===== config.mk =====
export PLATFORM = sky130hd
export DESIGN_NAME = mtimer_ctrl
export DESIGN_NICKNAME = d
export VERILOG_FILES = /design/src/rtl/mtimer_ctrl.sv
export SDC_FILE = /design/constraint.sdc
export NUM_CORES = 1
export LEC_CHECK = 0
export CAP_MARGIN = 20
export CELL_PAD_IN_SITES_DETAIL_PLACEMENT = 2
export CELL_PAD_IN_SITES_GLOBAL_PLACEMENT = 2
export CORE_MARGIN = 3
export CORE_UTILIZATION = 41
export DETAILED_ROUTE_END_ITERATION = 8
export HOLD_SLACK_MARGIN = 0.1
export PLACE_DENSITY_LB_ADDON = 0.25
export REMOVE_ABC_BUFFERS = 1
export SYNTH_ARGS = -nofsm -noshare
export SYNTH_HDL_FRONTEND = slang
export SYNTH_SLANG_ARGS = --single-unit

===== constraint.sdc =====
create_clock -name clk -period 6.31 [get_ports clk]
set_input_delay 0.631 -clock clk [delete_from_list [all_inputs] [get_ports clk]]
set_output_delay 0.631 -clock clk [all_outputs]
set_load 0.01 [all_outputs]

===== src/rtl/mtimer_ctrl.sv =====
// Machine-timer controller: split 64-bit mtime with registered carry, CSR-style access port, mtimecmp/mtip.
// Optional MTIMER_SNAPSHOT_EN: an mtime_lo read snapshots effective hi for a coherent following mtime_hi read.
module mtimer_ctrl #(
    parameter int unsigned PRESCALE = 1
) (
    input  logic        clk,
    input  logic        nreset,
    input  logic        count_en,
    input  logic        en_rw,
    input  logic [1:0]  addr,
    input  logic [1:0]  rw_mode,
    input  logic [31:0] d,
    output logic [31:0] rdata,
    output logic        rvalid,
    output logic        mtip
);

    localparam logic [1:0] ADDR_MTIME_LO = 2'd0;
    localparam logic [1:0] ADDR_MTIME_HI = 2'd1;
    localparam logic [1:0] ADDR_CMP_LO   = 2'd2;
    localparam logic [1:0] ADDR_CMP_HI   = 2'd3;

    localparam logic [1:0] MODE_READ  = 2'b00;
    localparam logic [1:0] MODE_WRITE = 2'b01;
    localparam logic [1:0] MODE_SET   = 2'b10;
    localparam logic [1:0] MODE_CLEAR = 2'b11;

    localparam logic [15:0] PRESC_MAX = 16'(PRESCALE - 1);

    logic [15:0] presc_q;
    logic [31:0] lo_q;
    logic [31:0] hi_q;
    logic        carry_q;
    logic [31:0] cmp_lo_q;
    logic [31:0] cmp_hi_q;
    logic        cmp_hold_q;

    logic        tick;
    logic [31:0] eff_hi;
    logic [31:0] old_val;
    logic [31:0] rd_val;
    logic [31:0] new_val;
    logic        wr;
    logic        wr_lo;
    logic        wr_hi;
    logic        wr_cmp_lo;
    logic        wr_cmp_hi;
    logic        rd_lo;
    logic        rd_hi;
    logic [31:0] lo_next;
    logic [31:0] hi_next;
    logic        carry_next;
    logic        mtip_next;

    assign tick   = count_en && (presc_q == PRESC_MAX);
    // A carry still sitting in carry_q belongs to hi already, so every observer adds it in.
    assign eff_hi = hi_q + {31'd0, carry_q};

    assign wr        = en_rw && (rw_mode != MODE_READ);
    assign wr_lo     = wr && (addr == ADDR_MTIME_LO);
    assign wr_hi     = wr && (addr == ADDR_MTIME_HI);
    assign wr_cmp_lo = wr && (addr == ADDR_CMP_LO);
    assign wr_cmp_hi = wr && (addr == ADDR_CMP_HI);
    assign rd_lo     = en_rw && (rw_mode == MODE_READ) && (addr == ADDR_MTIME_LO);
    assign rd_hi     = en_rw && (rw_mode == MODE_READ) && (addr == ADDR_MTIME_HI);

    always_comb begin
        old_val = 32'd0;
        unique case (addr)
            ADDR_MTIME_LO: old_val = lo_q;
            ADDR_MTIME_HI: old_val = eff_hi;
            ADDR_CMP_LO:   old_val = cmp_lo_q;
            ADDR_CMP_HI:   old_val = cmp_hi_q;
            default:       old_val = 32'd0;
        endcase
    end

    always_comb begin
        new_val = old_val;
        unique case (rw_mode)
            MODE_READ:  new_val = old_val;
            MODE_WRITE: new_val = d;
            MODE_SET:   new_val = old_val | d;
            MODE_CLEAR: new_val = old_val & ~d;
            default:    new_val = old_val;
        endcase
    end

    // A write to either half wins over the counter for that half; a hi write also swallows any carry.
    always_comb begin
        lo_next    = lo_q;
        hi_next    = eff_hi;
        carry_next = 1'b0;
        if (wr_lo) begin
            lo_next = new_val;
        end else if (tick) begin
            lo_next    = lo_q + 32'd1;
            carry_next = (lo_q == 32'hFFFF_FFFF);
        end
        if (wr_hi) begin
            hi_next    = new_val;
            carry_next = 1'b0;
        end
    end

    assign mtip_next = !cmp_hold_q && ({eff_hi, lo_q} >= {cmp_hi_q, cmp_lo_q});

    always_ff @(posedge clk or negedge nreset) begin
        if (!nreset) begin
            presc_q <= 16'd0;
        end else if (count_en) begin
            presc_q <= tick ? 16'd0 : presc_q + 16'd1;
        end
    end

    always_ff @(posedge clk or negedge nreset) begin
        if (!nreset) begin
            lo_q    <= 32'd0;
            hi_q    <= 32'd0;
            carry_q <= 1'b0;
        end else begin
            lo_q    <= lo_next;
            hi_q    <= hi_next;
            carry_q <= carry_next;
        end
    end

    always_ff @(posedge clk or negedge nreset) begin
        if (!nreset) begin
            cmp_lo_q   <= 32'hFFFF_FFFF;
            cmp_hi_q   <= 32'hFFFF_FFFF;
            cmp_hold_q <= 1'b0;
        end else begin
            if (wr_cmp_lo) begin
                cmp_lo_q   <= new_val;
                cmp_hold_q <= 1'b1;
            end
            if (wr_cmp_hi) begin
                cmp_hi_q   <= new_val;
                cmp_hold_q <= 1'b0;
            end
        end
    end

`ifdef MTIMER_SNAPSHOT_EN
    logic [31:0] snap_hi_q;
    logic        snap_valid_q;

    assign rd_val = (rd_hi && snap_valid_q) ? snap_hi_q : old_val;

    always_ff @(posedge clk or negedge nreset) begin
        if (!nreset) begin
            snap_hi_q    <= 32'd0;
            snap_valid_q <= 1'b0;
        end else if (rd_lo) begin
            snap_hi_q    <= eff_hi;
            snap_valid_q <= 1'b1;
        end else if (wr_lo || wr_hi || rd_hi) begin
            snap_valid_q <= 1'b0;
        end
    end
`else
    logic unused_rd;
    assign unused_rd = rd_lo ^ rd_hi;
    assign rd_val    = old_val;
`endif

    always_ff @(posedge clk or negedge nreset) begin
        if (!nreset) begin
            rdata  <= 32'd0;
            rvalid <= 1'b0;
            mtip   <= 1'b0;
        end else begin
            rvalid <= en_rw;
            mtip   <= mtip_next;
            if (en_rw) begin
                rdata <= rd_val;
            end
        end
    end

endmodule


==> out/qor_table.md <==
| Item | Value |
| --- | --- |
| H-tree depth reported by CTS | 4 |
| Total leakage power | 5.90 nW |
| Worst path buffer plus inverter count | 0 |
| Synthesized cell area | 12,000 sq um |
| Starting utilization of the core area | 0.417 |
| Initial DRT Pass Iterations | 5 |
| Syn Inst Count | 1,366 |
| Fraction of registers with async set or reset after synthesis | 1.00 |
| Share of total power in the clock network | 0.249 |
| Peak supply drop | 0.223 mV |
| Setup slack of the worst register-to-register path | 1810 ps |
| Synthesis-to-layout area growth | 14.6% |
| Average routed wire per standard cell | 27.3 um |
| Max-slew violation count | 0 |
| Via/cell ratio | 6.24 |
| Number of flops mapped to enable cells by yosys | 0 |
| Clock root cell | sky130_fd_sc_hd__clkbuf_16 |
| Final Critical Period | 4500 ps |
| Clock latency reported for the late side of the worst-skew pair | 450 ps |
| Critical path cell sequence | ha_1 -> ha_1 -> nand3_1 -> or4_4 -> o21a_1 -> or2_2 -> ha_1 -> nand4_1 -> nor3_1 -> o21ai_0 -> o211ai_1 -> a2111oi_0 -> a311oi_1 |
| Count of fill cells added during filler insertion | 3,107 |
| Delay of the slowest cell on the worst path | 640 ps |
| Maximum net fanout on the critical path | 16 |
| Kind of capture point of the worst setup path | register |
| Status | finished clean |
| Layout cell share with drive strength beyond 1 | 0.127 |
| CTS clock-pin slew for the worst setup and hold paths | 70 ps |
| First-pass GRT wire length | 76.6 mm |
| Dpl hpwl | 34.2 mm |
| Average instance area after synthesis | 8.79 sq um |
| GR Overflow Total | 0 |
| Number of setup violations in the final report | 0 |
| Total of max-cap violations | 0 |
| # resized after CTS | 0 |
| Crit Reg-Reg Endpoint | mtip |
| Standard cell area after detailed placement | 13,100 sq um |
| DIE AREA | 31,400 sq um |
| Total I/O pin count | 74 |
| Via count of the first global-routing pass | 12,500 |
| Final wirelength | 49.5 mm |
| Setup Fix Bufs, Post-CTS | 0 |
| Antenna violations before repair | 0 |
| Final hold vios | 0 |
| Most instantiated flip-flop cell in the synthesis netlist | sky130_fd_sc_hd__dfrtp_1 |
| Cell taking the most area after synthesis | sky130_fd_sc_hd__dfrtp_1 |
| CP delay by family, top | simple AND/OR/NAND/NOR gates |
| Post-synthesis register bit count | 180 |
| Share of total power in sequential cells | 0.395 |
| Net Switching | 1.80 mW |
| Diodes inserted | 0 |
| Overall Global Routing Usage | 0.323 |
| Class of the worst hold path | in2async |
| Worst endpoint required time | 6650 ps |
| Crit path DAT | 4850 ps |
| Horizontal die dimension | 177 um |
| Die height | 177 um |
| Most frequent cells after synthesis | sky130_fd_sc_hd__nand2_1 (168), sky130_fd_sc_hd__nor2_1 (141), sky130_fd_sc_hd__dfrtp_1 (116) |
| Internal power | 2.79 mW |
| Most frequent cell after synthesis | sky130_fd_sc_hd__nand2_1 |
| Routability Congestion | 0.940 |
| CP most frequent cell | sky130_fd_sc_hd__ha_1 |
| Worst Setup Start Kind | register |
| Combinational group share of total power | 0.356 |
| CTS max path bufs | 2 |
| Post-place setup slack | 1930 ps |
| Slew HR | 0.232 |
| Worst Setup Slack, final | 1810 ps |
| Total power density per cell area | 333 nW/um^2 |
| Synth area leaders | sky130_fd_sc_hd__dfrtp_1 (24%), sky130_fd_sc_hd__dfstp_2 (14%), sky130_fd_sc_hd__ha_1 (7.2%) |
| FP Rows | 62 |
| Sequential area share after synthesis | 0.382 |
| Setup Skew | 12.1 ps |
| Critical Path Slowest Stage Cell | sky130_fd_sc_hd__nor3_1 |
| Switching Share | 0.392 |
| Core area | 28,800 sq um |
| # port buffers | 73 |
| Hold_buf cts | 0 |
| Number of library cell types mapped by synthesis | 82 |
| Clock tree from TritonCTS | built |
| Number of sinks on the clock net | 180 |
| RSZ-0062 raised after global routing | false |
| Worst setup path class | reg2reg |
| CTS buffer count | 17 |
| Top cell type's share of synthesized area | 0.242 |
| Post-layout net count | 1,525 |
| Number of nets with antenna violations after detailed routing | 0 |
| Depth of the worst register-to-register path | 13 |
| Maximum achievable frequency | 222 MHz |
| Part of the cycle the worst path needs | 0.714 |
| Pin count of the biggest net entering global routing | 69 |
| Vias after detailed routing | 11,300 |
| Final Instance Area | 13,800 sq um |
| Least-Margin Pin Slew | 1150 ps |
| Setup tns final | 0 ps |
| Synth Warn # | 0 |
| DRC | 0 |
| Number of design-rule violations left by the first detailed-router iteration | 993 |
| Critical register-to-register path startpoint | hi_q[0] |
cells in the final DEF (no fill, tap or decap), types with 11 or more instances in the layout:
cell and instances:
sky130_fd_sc_hd__nand2_1 168, sky130_fd_sc_hd__nor2_1 137, sky130_fd_sc_hd__dfrtp_1 116, sky130_fd_sc_hd__o21ai_0 97, sky130_fd_sc_hd__inv_1 79, sky130_fd_sc_hd__a21oi_1 78, sky130_fd_sc_hd__ha_1 69, sky130_fd_sc_hd__clkdlybuf4s50_1 68
sky130_fd_sc_hd__dfstp_2 64, sky130_fd_sc_hd__xnor2_1 48, sky130_fd_sc_hd__xor2_1 46, sky130_fd_sc_hd__nand3_1 44, sky130_fd_sc_hd__mux2i_1 38, sky130_fd_sc_hd__nand4_1 34, sky130_fd_sc_hd__nor3_1 26, sky130_fd_sc_hd__buf_4 23
sky130_fd_sc_hd__clkbuf_16 17, sky130_fd_sc_hd__o211ai_1 16, sky130_fd_sc_hd__and3_1 12, sky130_fd_sc_hd__o21ai_1 12, sky130_fd_sc_hd__a221oi_1 12, sky130_fd_sc_hd__and4_1 11
worst max path at each step:
stage	depth (start not counted)	from	slack, ps	endpoint
2_1_floorplan	6	addr[0]	2640	hi_q[11]
3_3_place_gp	13	hi_q[0]	2150	mtip
3_5_place_dp	14	hi_q[0]	1930	mtip
4_1_cts	13	hi_q[0]	1930	mtip
5_1_grt	14	hi_q[0]	1530	mtip
6_report	13	hi_q[0]	1810	mtip
metal layers:
layer  global-route usage  wire (um)  share of wire
met4                0.129       1710          0.035
met1                0.428      21600           0.44
met5                    0          0              0
met3               0.0485       2720          0.055
met2                0.532      23500           0.47
through the flow:
step                      utilization  hold WS (ps)  total power [mW]  cells
after floorplan                     -           335              2.68   1300
after global placement          0.457           460              3.24   1780
after detailed placement        0.457           474              3.38   1780
after CTS                       0.478           224              4.58   1812
after global routing            0.478           237              4.87   1813
final                           0.478           210              4.59   1813
sequential cells by signal, indices dropped and copies added (netlist names):
register    flops
rdata          32
mtip            1
carry_q         1
cmp_hi_q       32
hi_q           32
rvalid          1
cmp_hold_q      1
lo_q           32
cmp_lo_q       32
presc_q        16
power by group through the flow:
stage | sequential [mW] | clock, mW | combinational [mW]
floorplan | 1.73 | 0 | 0.948
global placement | 1.79 | 0 | 1.45
detailed placement | 1.81 | 0 | 1.57
CTS | 1.80 | 1.16 | 1.62
global route | 1.86 | 1.20 | 1.81
finish | 1.81 | 1.14 | 1.63
logic make-up (layout without fill, tap and decap cells):
group,after synthesis,in the layout,synth area share
compound gates,322,322,0.173
xor+xnor,95,95,0.0699
fa+ha+maj,69,69,0.0719
buf+inv,147,210,0.0476
flops,180,180,0.382
mux,55,55,0.0570
simple gates,498,498,0.199
final cells by class:
type | count | area [sq um] | area share
clock buffers | 20 | 447 | 0.0324
clock inverters | 12 | 155 | 0.0113
inverters | 81 | 304 | 0.0221
multi-input cells | 1039 | 6890 | 0.500
flip-flops and latches | 180 | 4580 | 0.333
well taps | 384 | 480 | 0.0349
repair buffers | 97 | 907 | 0.0659
No activity file was read; power rests on OpenSTA's default activity.
